==> src/rtl/mux4to1_rr.sv <==
// Four-channel round-robin collector: merges four valid/ready inputs onto one
// registered output stream, tagging each beat with its source channel.
module mux4to1_rr #(
    parameter int WIDTH = 8
) (
    input  logic               clk,
    input  logic               rst,
    input  logic [3:0]         in_valid,
    input  logic [4*WIDTH-1:0] in_data,
    output logic [3:0]         in_ready,
    output logic               out_valid,
    output logic [WIDTH-1:0]   out_data,
    output logic [1:0]         out_sel,
    input  logic               out_ready
);

    logic             out_valid_q, out_valid_d;
    logic [WIDTH-1:0] out_data_q, out_data_d;
    logic [1:0]       out_sel_q, out_sel_d;
    logic [1:0]       last_grant_q, last_grant_d;

    logic [1:0] grant;
    logic [1:0] idx;
    logic       grant_vld;
    logic       load_en;
    logic       xfer;

    // Search starts one past the last winner so every channel gets a turn.
    always_comb begin
        grant     = 2'b00;
        grant_vld = 1'b0;
        idx       = 2'b00;
        for (int k = 1; k <= 4; k++) begin
            idx = last_grant_q + 2'(k);
            if (!grant_vld && in_valid[idx]) begin
                grant     = idx;
                grant_vld = 1'b1;
            end
        end
    end

    always_comb begin
        load_en  = !out_valid_q || out_ready;
        in_ready = 4'b0000;
        if (!rst && load_en && grant_vld) begin
            in_ready = 4'b0001 << grant;
        end
        xfer = |in_ready;
    end

    always_comb begin
        out_valid_d  = out_valid_q;
        out_data_d   = out_data_q;
        out_sel_d    = out_sel_q;
        last_grant_d = last_grant_q;
        if (xfer) begin
            out_valid_d  = 1'b1;
            out_data_d   = in_data[int'(grant)*WIDTH +: WIDTH];
            out_sel_d    = grant;
            last_grant_d = grant;
        end else if (out_ready) begin
            out_valid_d = 1'b0;
        end
    end

    // Pointer resets to 3 so channel 0 is searched first.
    always_ff @(posedge clk) begin
        if (rst) begin
            out_valid_q  <= 1'b0;
            out_data_q   <= '0;
            out_sel_q    <= 2'b00;
            last_grant_q <= 2'b11;
        end else begin
            out_valid_q  <= out_valid_d;
            out_data_q   <= out_data_d;
            out_sel_q    <= out_sel_d;
            last_grant_q <= last_grant_d;
        end
    end

    assign out_valid = out_valid_q;
    assign out_data  = out_data_q;
    assign out_sel   = out_sel_q;

endmodule

==> config.mk <==
export PLATFORM = sky130hd
export DESIGN_NAME = mux4to1_rr
export DESIGN_NICKNAME = d
export VERILOG_FILES = /design/src/rtl/mux4to1_rr.sv
export SDC_FILE = /design/constraint.sdc
export NUM_CORES = 1
export LEC_CHECK = 0
export CELL_PAD_IN_SITES_DETAIL_PLACEMENT = 0
export CELL_PAD_IN_SITES_GLOBAL_PLACEMENT = 1
export CORE_ASPECT_RATIO = 1.1
export CORE_MARGIN = 5
export CORE_UTILIZATION = 22
export CTS_CLUSTER_SIZE = 14
export DETAILED_ROUTE_END_ITERATION = 16
export PLACE_DENSITY_LB_ADDON = 0.1
export REMOVE_ABC_BUFFERS = 1
export SYNTH_ARGS = -nofsm -noshare
export SYNTH_HDL_FRONTEND = slang
export SYNTH_SLANG_ARGS = --single-unit
==> constraint.sdc <==
create_clock -name clk -period 1.7 [get_ports clk]
set_input_delay 0.425 -clock clk [delete_from_list [all_inputs] [get_ports clk]]
set_output_delay 0.425 -clock clk [all_outputs]
set_load 0.02 [all_outputs]
== Yosys cells after proc, flatten, opt, wreduce, memory -nomap -nowiden ==
Cells that the tools add are included.
Storage, ports and cells
  bits in registers: 13
  bits in latches: 0
  RAM bits: 0
  memory bits (read-only): 0
  input bits: 39
  output and inout bits: 15
  memories: 0
Operators by class
  $add $sub $neg: 3
  multiply operators: 0
  div/mod/pow operators: 0
  $lt $le $gt $ge: 4
  equal/unequal tests: 0
  shifts and indexed selects: 2
  multiplexer cells: 19
  bitwise gates (word level): 0
  reductions and logical operators: 13
Operators by type and width (number)
  indexed part select 32 x 6 -> 8 bit: 1
  less-than comparator 2 x 3 -> 1 bit, second input constant: 4
  2-to-1 mux 1 bit: 10
  binary-select mux 1 bit (select 2 bit): 4
  2-to-1 mux 2 bit: 4
  logical AND 1 bit: 5
  logical NOT 1 bit: 5
  adder 2 bit, second input constant: 2
  2-to-1 mux 4 bit: 1
  OR reduction 4 bit: 1
  left shift 1 x 2 -> 4 bit, first input constant: 1
  adder 2 x 1 -> 2 bit, second input constant: 1
  nonzero test 2 bit: 1
  logical OR 1 bit: 1

== Depth between registers and ports, before layout ==
Gate-level depths: netlist of run 1.
  depth after elaboration: 17
  mapped depth: 8
  depth with buffers taken out: 5

== Worst setup path after synthesis of run 1 ==
OpenSTA, ideal clock, no wires.
  path kind: in2out
  from: input in_valid[1]
  to: output in_ready[3]
  arrival time: 1.601 ns
  data required time: 1.275 ns
  setup slack: -0.326 ns
  stages: 6
  cell sequence: o211ai_2 > o21ai_1 > a311o_1 > buf_6 > or2_1 > nor2b_1
On the way
  word-level cells in the longest chain between the ends: 14
RTL lines
  start: declaration: line 8  | input logic [3:0] in_valid,
  binary-select mux 1 bit (select 2 bit): line 35  | if (!grant_vld && in_valid[idx]) begin
  2-to-1 mux 1 bit (implied by the code): line 35
  2-to-1 mux 1 bit: line 35
  logical NOT 1 bit: line 35
  logical AND 1 bit: line 35
  2-to-1 mux 1 bit: line 35
  logical NOT 1 bit: line 35
  logical AND 1 bit: line 35
  2-to-1 mux 1 bit: line 35
  logical NOT 1 bit: line 35
  logical AND 1 bit: line 35
  2-to-1 mux 2 bit / 2-to-1 mux 1 bit (equally long branches): line 35
  left shift 1 x 2 -> 4 bit / logical AND 1 bit (equally long branches): line 46, 45
  2-to-1 mux 4 bit *: line 45  | if (!rst && load_en && grant_vld) begin
  end: declaration: line 10  | output logic [3:0] in_ready,
Every way passes the cells marked *; elsewhere a longest branch is shown, timed or not. The select of a mux whose other input is x is not followed.

== Final worst setup path of run 1 ==
  from: input in_valid[0]
  to: output in_ready[3]
Same word-level chain as after synthesis.

==> results of run 1 <==
==> layer usage <==
metal | vias to the layer above | routed length (um) | part of all wire
li1 | 471 | - | -
met1 | 449 | 1144 | 0.40
met2 | 32 | 1436 | 0.50
met3 | 2 | 272 | 0.095
met4 | 0 | 10 | 0.0035
met5 | - | 0 | 0
==> registers in the layout (all words and copies together) (netlist names) <==
name / flops
out_data: 8
last_grant_q: 2
out_sel: 2
out_valid: 1
==> power groups by stage <==
stage | clock, W | combinational [W] | sequential (W)
after detailed placement | 0 | 0.000546 | 0.000393
after global routing | 0.000302 | 0.000689 | 0.000398
after CTS | 0.000285 | 0.000568 | 0.000391
final | 0.000277 | 0.000636 | 0.000391
after global placement | 0 | 0.000543 | 0.000393
after floorplan | 0 | 0.000199 | 0.000443
==> critical path, cell delays in order <==
cell,delay [ns]
buf_8,0.08
buf_4,0.12
nor4_4,0.05
or3_4,0.37
or2_4,0.27
nor2b_1,0.12
buf_4,0.15
==> worst min path at each step <==
stage,startpoint,end,depth (start not counted)
finish,out_sel[1],out_sel[1],2
global route,out_sel[1],out_sel[1],2
CTS,out_sel[1],out_sel[1],2
detailed placement,out_sel[1],out_sel[1],2
global placement,out_sel[1],out_sel[1],2
floorplan,rst,out_sel[1],1
==> cell usage in the layout (no fill, tap or decap), types with 2 or more instances in the layout <==
| cell | count |
|---|---|
| inv_1 | 2 |
| buf_4 | 17 |
| nand2_1 | 3 |
| dfxtp_1 | 10 |
| clkdlybuf4s50_1 | 42 |
| nand3b_1 | 8 |
| nor2b_1 | 2 |
| buf_6 | 7 |
| nand2_2 | 2 |
| mux2i_1 | 16 |
| dfxtp_2 | 2 |
| clkdlybuf4s15_1 | 2 |
| o31a_1 | 2 |
| clkbuf_8 | 3 |
| nand2b_1 | 2 |
| o221ai_2 | 8 |
| nor2_1 | 6 |
==> layout make-up <==
class	count	area, sq um	area share
flip-flops and latches	13	266.5	0.1572
well taps	50	62.56	0.03690
inverters	2	7.507	0.004428
clock buffers	4	45.04	0.02657
repair buffers	72	680.7	0.4015
multi-input cells	68	633.1	0.3734
==> metrics by stage <==
step | area, sq um | hold slack (ns)
finish | 1695 | 0.4611
global route | 1695 | 0.4949
CTS | 1574 | 0.4643
detailed placement | 1478 | 0.4529
global placement | 1478 | 0.4558
floorplan | 764.5 | 0.4941
==> logic make-up (layout without fill, tap and decap cells) <==
family,Yosys count,after routing,synth area share
AND/OR/NAND/NOR,32,32,0.2118
AO/OA/AOI/OAI,19,19,0.1831
multiplexers,17,17,0.2057
flip-flops,13,13,0.3147
buffers and inverters,8,78,0.08471
==> timing repair <==
| item | CTS | global route |
|---|---|---|
| gates resized for setup | 57 | 26 |
| hold buffers | 0 | 0 |
| pin swaps | 7 | 9 |
| cloned | 0 | 0 |
| setup buffers | 1 | 2 |
| hold endpoints to repair | 0 | 0 |
| endpoints found under the setup margin | 17 | 13 |
==> flow_summary.yaml, run 1 <==
timing:
  setup_violations: 12
  fin_tns_setup_ns: -1.306
  slew_violations: 0
  fin_ws_ns: -0.3092
  finalHoldViolations: 0
  slew_headroom: 0.7967
  rsz0062_at_grt: "true"
  fin_crit_sh: 1.182
  fmax_mhz: 497.7
  worst_pin_slew_ns: 0.3027
  finClkSkew_ns: 0.001362
  period_needed_ns: 2.009
routing:
  num_vias: 954
  wl_um: 2863
  drt-vias-per-instance: 4.565
  routedWlPerCell_um: 13.70
  ant_nets: 0
  dr.pass1.iters: 3
  drc: 0
  drtIter0Drc: 21
power_and_ir_drop:
  power_frac_seq: 0.300
  irDropWorstVdd_v: 0.0003007
  p_sw_frac: 0.3239
  p_sw_w: 0.0004224
  power_density_nw_per_um2: 769.3
  total_power_w: 0.001304
  pwr-share-comb: 0.487
  clockPowerShare: 0.213
  power.leakage_nw: 0.7108
  internal_power_w: 0.0008819
global_route:
  top_usage_layer: "met2"
  grt_pass1_vias: 1058
  grt_max_degree: 17
  overflow: 0
  antenna_found_initial: 0
  grt_pass1_wl_um: 4623
  grt_use_total: 0.1201
  grtUsageMet2: 0.2110
  use_met3: 0.04834
  met1_usage: 0.1291
clock_tree:
  cts_buffers: 3
  clkLatencyLatePin_ns: 0.24
  clock_sinks: 13
  htree_num_levels: 1
  clkTransAtPathRegs_ns: 0.06
  cts_root_buffer: "clkbuf_8"
  clockBufferDepth: 2
  cts_tree: "built"
synth:
  synth_common_cells: "mux2i_1, dfxtp_1, nand3b_1, o221ai_1, nor2_1"
  synth_top_area_share: 0.3147
  yosysMostFrequentCell: "mux2i_1"
  ys_seq_area_frac: 0.3147
  yosys-top-cells-area: "dfxtp_1, mux2i_1, o221ai_1, nand3b_1, buf_6"
  ys.flop_type: "dfxtp_1"
  synth.ff_latch_count: 13
  async_reset_ff_frac: 0
  yosysWarnings: 0
  synthesis.area_sq_um: 827.0
  synthCells: 89
  avgSynthCellArea_sq_um: 9.293
  synth_cell_types: 26
  synth_edf_count: 0
  yosysTopAreaCell: "dfxtp_1"
status:
  violations: "setup timing"
  outcome: "finished with violations"
worst_setup_path:
  startpoint: "in_valid[0]"
  ff2ff_setup_slack_ns: -0.06
  worst-setup-path-type: "in2out"
  crit_arrival_ns: 1.58
  critPathCapture: "in_ready[3]"
  worstPathRequired_ns: 1.27
  rr_endpoint: "out_data[7]"
  cp-end-kind: "output port"
  start_kind: "input port"
  rr_worst_depth: 9
  cp_max_fo: 3
  rr_startpoint: "last_grant_q[1]"
hold_path:
  hp-class: "reg2reg"
floorplan:
  initial_core_util: 0.2281
  die-height_um: 74.31
  pin_count: 54
  die_w_um: 68.46
  row_count: 23
  dieArea_sq_um: 5087
  core_area_sq_um: 3626
placed_design:
  portBuffers: 53
  dp_slack_ns: -1.189
  dp.cells: 202
  hpwl_um: 2176
  gp_congestion: 0.6594
layout:
  antennaDiodeCount: 0
  fillCellCount: 412
  final_util: 0.4676
  drive_gt1_frac: 0.3585
  nets: 199
  stdcell_count: 209
  area_growth_pct: 105.0
run:
  max_cap_viol_count: 0
Note: power is estimated with default switching activity, not from simulation.
==> inputs of run 2 (changes only) <==
MAX_ROUTING_LAYER = met4   (was unset)
==> flow_summary.yaml, run 2 (synthesized netlist as in run 1, its figures left out) <==
timing:
  fin_tns_setup_ns: -1.329
  rsz0062_at_grt: "true"
  setup_violations: 12
  slew_headroom: 0.7966
  period_needed_ns: 2.010
  fin_ws_ns: -0.3095
  slew_violations: 0
  fin_crit_sh: 1.182
  finalHoldViolations: 0
  fmax_mhz: 497.6
  worst_pin_slew_ns: 0.3029
  finClkSkew_ns: 0.001343
worst_setup_path:
  crit_arrival_ns: 1.58
  cpPeakStageDelay_ns: 0.37
  ff2ff_setup_slack_ns: -0.06
  critPathCapture: "in_ready[3]"
  startpoint: "in_valid[0]"
  worstPathRequired_ns: 1.27
  cp_slowest_cell: "or3_4"
  cp-end-kind: "output port"
  path_buf_inv: 3
  worstPathCellList: "buf_8 -> buf_4 -> nor4_4 -> or3_4 -> or2_4 -> nor2b_1 -> buf_4"
  path_depth: 7
  rr_worst_depth: 9
  worst-setup-path-type: "in2out"
  cp_max_fo: 3
  cp_common_cell: "buf_4"
  crit_family: "simple AND/OR/NAND/NOR gates"
  start_kind: "input port"
  rr_startpoint: "last_grant_q[1]"
  rr_endpoint: "out_data[7]"
placed_design:
  gp_congestion: 0.6655
  hpwl_um: 2176
  dp.cells: 202
  portBuffers: 53
clock_tree:
  cts_tree: "built"
  cts_buffers: 3
  clkTransAtPathRegs_ns: 0.06
  cts_root_buffer: "clkbuf_8"
  clockBufferDepth: 2
  clock_sinks: 13
  cts_hold_buf: 0
  htree_num_levels: 1
  clkLatencyLatePin_ns: 0.24
floorplan:
  die_w_um: 68.46
  core_area_sq_um: 3626
  row_count: 23
  pin_count: 54
  dieArea_sq_um: 5087
  initial_core_util: 0.2281
  die-height_um: 74.31
power_and_ir_drop:
  irDropWorstVdd_v: 0.0003011
  power_density_nw_per_um2: 769.8
  power.leakage_nw: 0.7108
  total_power_w: 0.001305
hold_path:
  hp-class: "reg2reg"
status:
  violations: "setup timing"
  outcome: "finished with violations"
global_route:
  grt_max_degree: 17
  overflow: 0
  grt_pass1_wl_um: 4623
  grt_use_total: 0.1238
  antenna_found_initial: 0
  grt_pass1_vias: 1058
layout:
  nets: 199
  stdcell_count: 209
  final_common_cell: "clkdlybuf4s50_1"
  final_util: 0.4676
  antennaDiodeCount: 0
  drive_gt1_frac: 0.3585
  largest_register_ffs: 8
  area_growth_pct: 105.0
  mostFrequentLayoutCells: "clkdlybuf4s50_1, buf_4, mux2i_1"
routing:
  drt-vias-per-instance: 4.555
  wl_um: 2868
  dr.pass1.iters: 3
  drtIter0Drc: 10
  drc: 0
  ant_nets: 0
  num_vias: 952
  routedWlPerCell_um: 13.72
run:
  max_cap_viol_count: 0
## run 2: worst min-delay path by stage
stage | start | to | slack, ns | cells past startpoint
final | out_sel[1] | out_sel[1] | 0.46 | 2
after global routing | out_sel[1] | out_sel[1] | 0.49 | 2
after CTS | out_sel[1] | out_sel[1] | 0.46 | 2
after detailed placement | out_sel[1] | out_sel[1] | 0.45 | 2
after global placement | out_sel[1] | out_sel[1] | 0.46 | 2
after floorplan | rst | out_sel[1] | 0.49 | 1
## run 2: worst reg2reg max path: stages, from the launching register on
cell      delay (ns)
dfxtp_4         0.37
buf_6           0.12
mux2i_2         0.21
o22ai_2         0.10
o21bai_4        0.19
buf_4           0.14
buf_6           0.11
nand2b_4        0.14
buf_6           0.13
o221ai_2        0.17
## run 2: timing repair
action | CTS | global route
pin swaps | 7 | 9
gates cloned | 0 | 0
hold endpoints to repair | 0 | 0
setup buffers | 1 | 2
endpoints found under the setup margin | 17 | 13
resized for setup | 57 | 26
## run 2: routing by layer
layer	GRT usage	vias to the layer above	routed length, um
li1	-	471	-
met1	0.1337	447	1184
met2	0.2110	32	1436
met3	0.04079	2	236
met4	0.03974	0	10
met5	-	-	0
## run 2: power by group
| part | total, W | switching [W] | internal, W |
|---|---|---|---|
| sequential | 0.000391 | 0.0000335 | 0.000358 |
| combinational | 0.000636 | 0.000277 | 0.000359 |
| clock | 0.000278 | 0.000112 | 0.000165 |
| total | 0.00131 | 0.000423 | 0.000882 |
## run 2: layout make-up
type / count / area, sq um
Inverter: 2 / 7.507
Fill cell: 412 / 1931
Clock buffer: 4 / 45.04
Sequential cell: 13 / 266.5
Multi-Input combinational cell: 68 / 633.1
Tap cell: 50 / 62.56
Timing Repair Buffer: 72 / 680.7
## run 2: per-stage QoR
step                worst slack [ns]  cell area, sq um  hold slack [ns]
floorplan                    -0.5841             764.5           0.4941
global placement              -1.154              1478           0.4558
detailed placement            -1.189              1478           0.4529
CTS                          -0.3660              1574           0.4643
global route                 -0.3580              1695           0.4949
finish                       -0.3095              1695           0.4611
==> inputs of run 3 (changes only) <==
CORE_MARGIN = 3   (was 5)
RECOVER_POWER = 25   (was unset)
==> flow_summary.yaml, run 3 (synthesized netlist as in run 1, its figures left out) <==
floorplan:
  die_w_um: 64.46
  dieArea_sq_um: 4532
  die-height_um: 70.31
  initial_core_util: 0.2385
  pin_count: 54
  core_area_sq_um: 3468
  row_count: 22
power_and_ir_drop:
  power_density_nw_per_um2: 725.7
  irDropWorstVdd_v: 0.0003387
  internal_power_w: 0.0008346
  clockPowerShare: 0.160
  p_sw_w: 0.0004402
  p_sw_frac: 0.3453
  pwr-share-comb: 0.534
  power.leakage_nw: 0.8328
  power_frac_seq: 0.306
timing:
  setup_violations: 13
  fin_crit_sh: 1.195
  hold_ws_ns: 0.4717
  slew_headroom: 0.6766
  slew_violations: 0
  fmax_mhz: 492.3
  finalHoldViolations: 0
  finClkSkew_ns: 0.001488
  rsz0062_at_grt: "true"
  period_needed_ns: 2.031
  fin_ws_ns: -0.3312
  worst_pin_slew_ns: 0.4811
placed_design:
  portBuffers: 53
  placement.cell_area_sq_um: 1460
  gp_congestion: 0.6895
  hpwl_um: 2079
layout:
  largest_register_ffs: 8
  nets: 201
  stdcell_area_sq_um: 1757
  drive_gt1_frac: 0.4037
  antennaDiodeCount: 0
  final_common_cell: "clkdlybuf4s50_1"
  area_growth_pct: 112.4
  fillCellCount: 361
  seq_area_sq_um: 269.0
  multi_input_area_sq_um: 674.4
  mostFrequentLayoutCells: "clkdlybuf4s50_1, buf_4, mux2i_1"
hold_path:
  hp-class: "reg2reg"
  min_path_cells: 2
clock_tree:
  cts_buffers: 3
  clock_sinks: 13
  clkTransAtPathRegs_ns: 0.08
  cts_root_buffer: "clkbuf_4"
  cts_tree: "built"
  cts_hold_buf: 0
  clkLatencyLatePin_ns: 0.28
  htree_num_levels: 1
  clockBufferDepth: 2
worst_setup_path:
  rr_startpoint: "last_grant_q[1]"
  start_kind: "flop"
  worstPathRequired_ns: 1.27
  cp_max_fo: 5
  crit_arrival_ns: 1.61
  rr_endpoint: "out_data[1]"
  startpoint: "last_grant_q[1]"
  cp-end-kind: "output port"
  critPathCapture: "in_ready[2]"
  worst-setup-path-type: "reg2out"
  ff2ff_setup_slack_ns: -0.04
  cp_slowest_cell: "dfxtp_4"
  cpPeakStageDelay_ns: 0.38
  worstPathCellList: "nand2_1 -> a311o_1 -> or2_4 -> nor2_2 -> buf_6"
  rr_worst_depth: 9
global_route:
  antenna_found_initial: 0
  overflow: 0
  grt_use_total: 0.1349
  grt_max_degree: 17
  grt_pass1_wl_um: 4678
  grt_pass1_vias: 1022
status:
  outcome: "finished with violations"
  violations: "setup timing"
routing:
  num_vias: 951
  dr.pass1.iters: 2
  routedWlPerCell_um: 13.66
  wl_um: 2855
  ant_nets: 0
  drc: 0
  drt-vias-per-instance: 4.550
  drtIter0Drc: 45
run:
  max_cap_viol_count: 0
-- run 3: metrics by stage --
step                        util  cells  worst slack (ns)  power (W)  TNS (ns)
after detailed placement  0.4210    198            -1.214  0.0009318    -10.83
after CTS                 0.4527    207           -0.3727   0.001194    -1.412
final                     0.5065    209           -0.3312   0.001275    -1.341
after global routing      0.5065    209           -0.4171   0.001356    -2.512
after floorplan                -     83           -0.5841  0.0006429    -2.949
after global placement    0.4210    198            -1.190  0.0009277    -10.79
-- run 3: critical path: cells and delay by family, from the launching register on --
kind                   cells  cell delay, ns
AOI/OAI and AO/OA          1            0.38
DFF                        1            0.38
buffers and inverters      1            0.13
and+or+nand+nor            3            0.43
-- run 3: worst min-delay path by stage --
stage	from	to	slack, ns
2_1_floorplan	rst	out_sel[1]	0.49
3_3_place_gp	out_sel[1]	out_sel[1]	0.45
3_5_place_dp	out_sel[1]	out_sel[1]	0.46
4_1_cts	out_sel[1]	out_sel[1]	0.48
5_1_grt	out_sel[1]	out_sel[1]	0.51
6_report	out_sel[1]	out_sel[1]	0.47
-- run 3: per-layer routing --
layer / wire length [um] / track usage
met1: 1067 / 0.1348
met2: 1535 / 0.2408
met3: 173 / 0.04180
met4: 78 / 0.05399
met5: 0 / -
-- run 3: what timing repair did --
action,4_1_cts,5_1_grt
pin swaps,3,14
endpoints found under the setup margin,15,23
buffers inserted,5,3
resized for setup,53,50
-- run 3: power by group through the flow --
stage	combinational [W]	clock, W	sequential [W]
after global placement	0.000534	0	0.000394
final	0.000681	0.000204	0.000390
after CTS	0.000592	0.000211	0.000390
after detailed placement	0.000538	0	0.000394
after global routing	0.000732	0.000224	0.000399
after floorplan	0.000199	0	0.000443
-- run 3: area by class of cell --
| type | instances | area share |
|---|---|---|
| flip-flops and latches | 13 | 0.1531 |
| inverters | 2 | 0.004274 |
| well taps | 48 | 0.03419 |
| repair buffers | 74 | 0.4095 |
| multi-input cells | 68 | 0.3839 |
| clock buffers | 4 | 0.01496 |
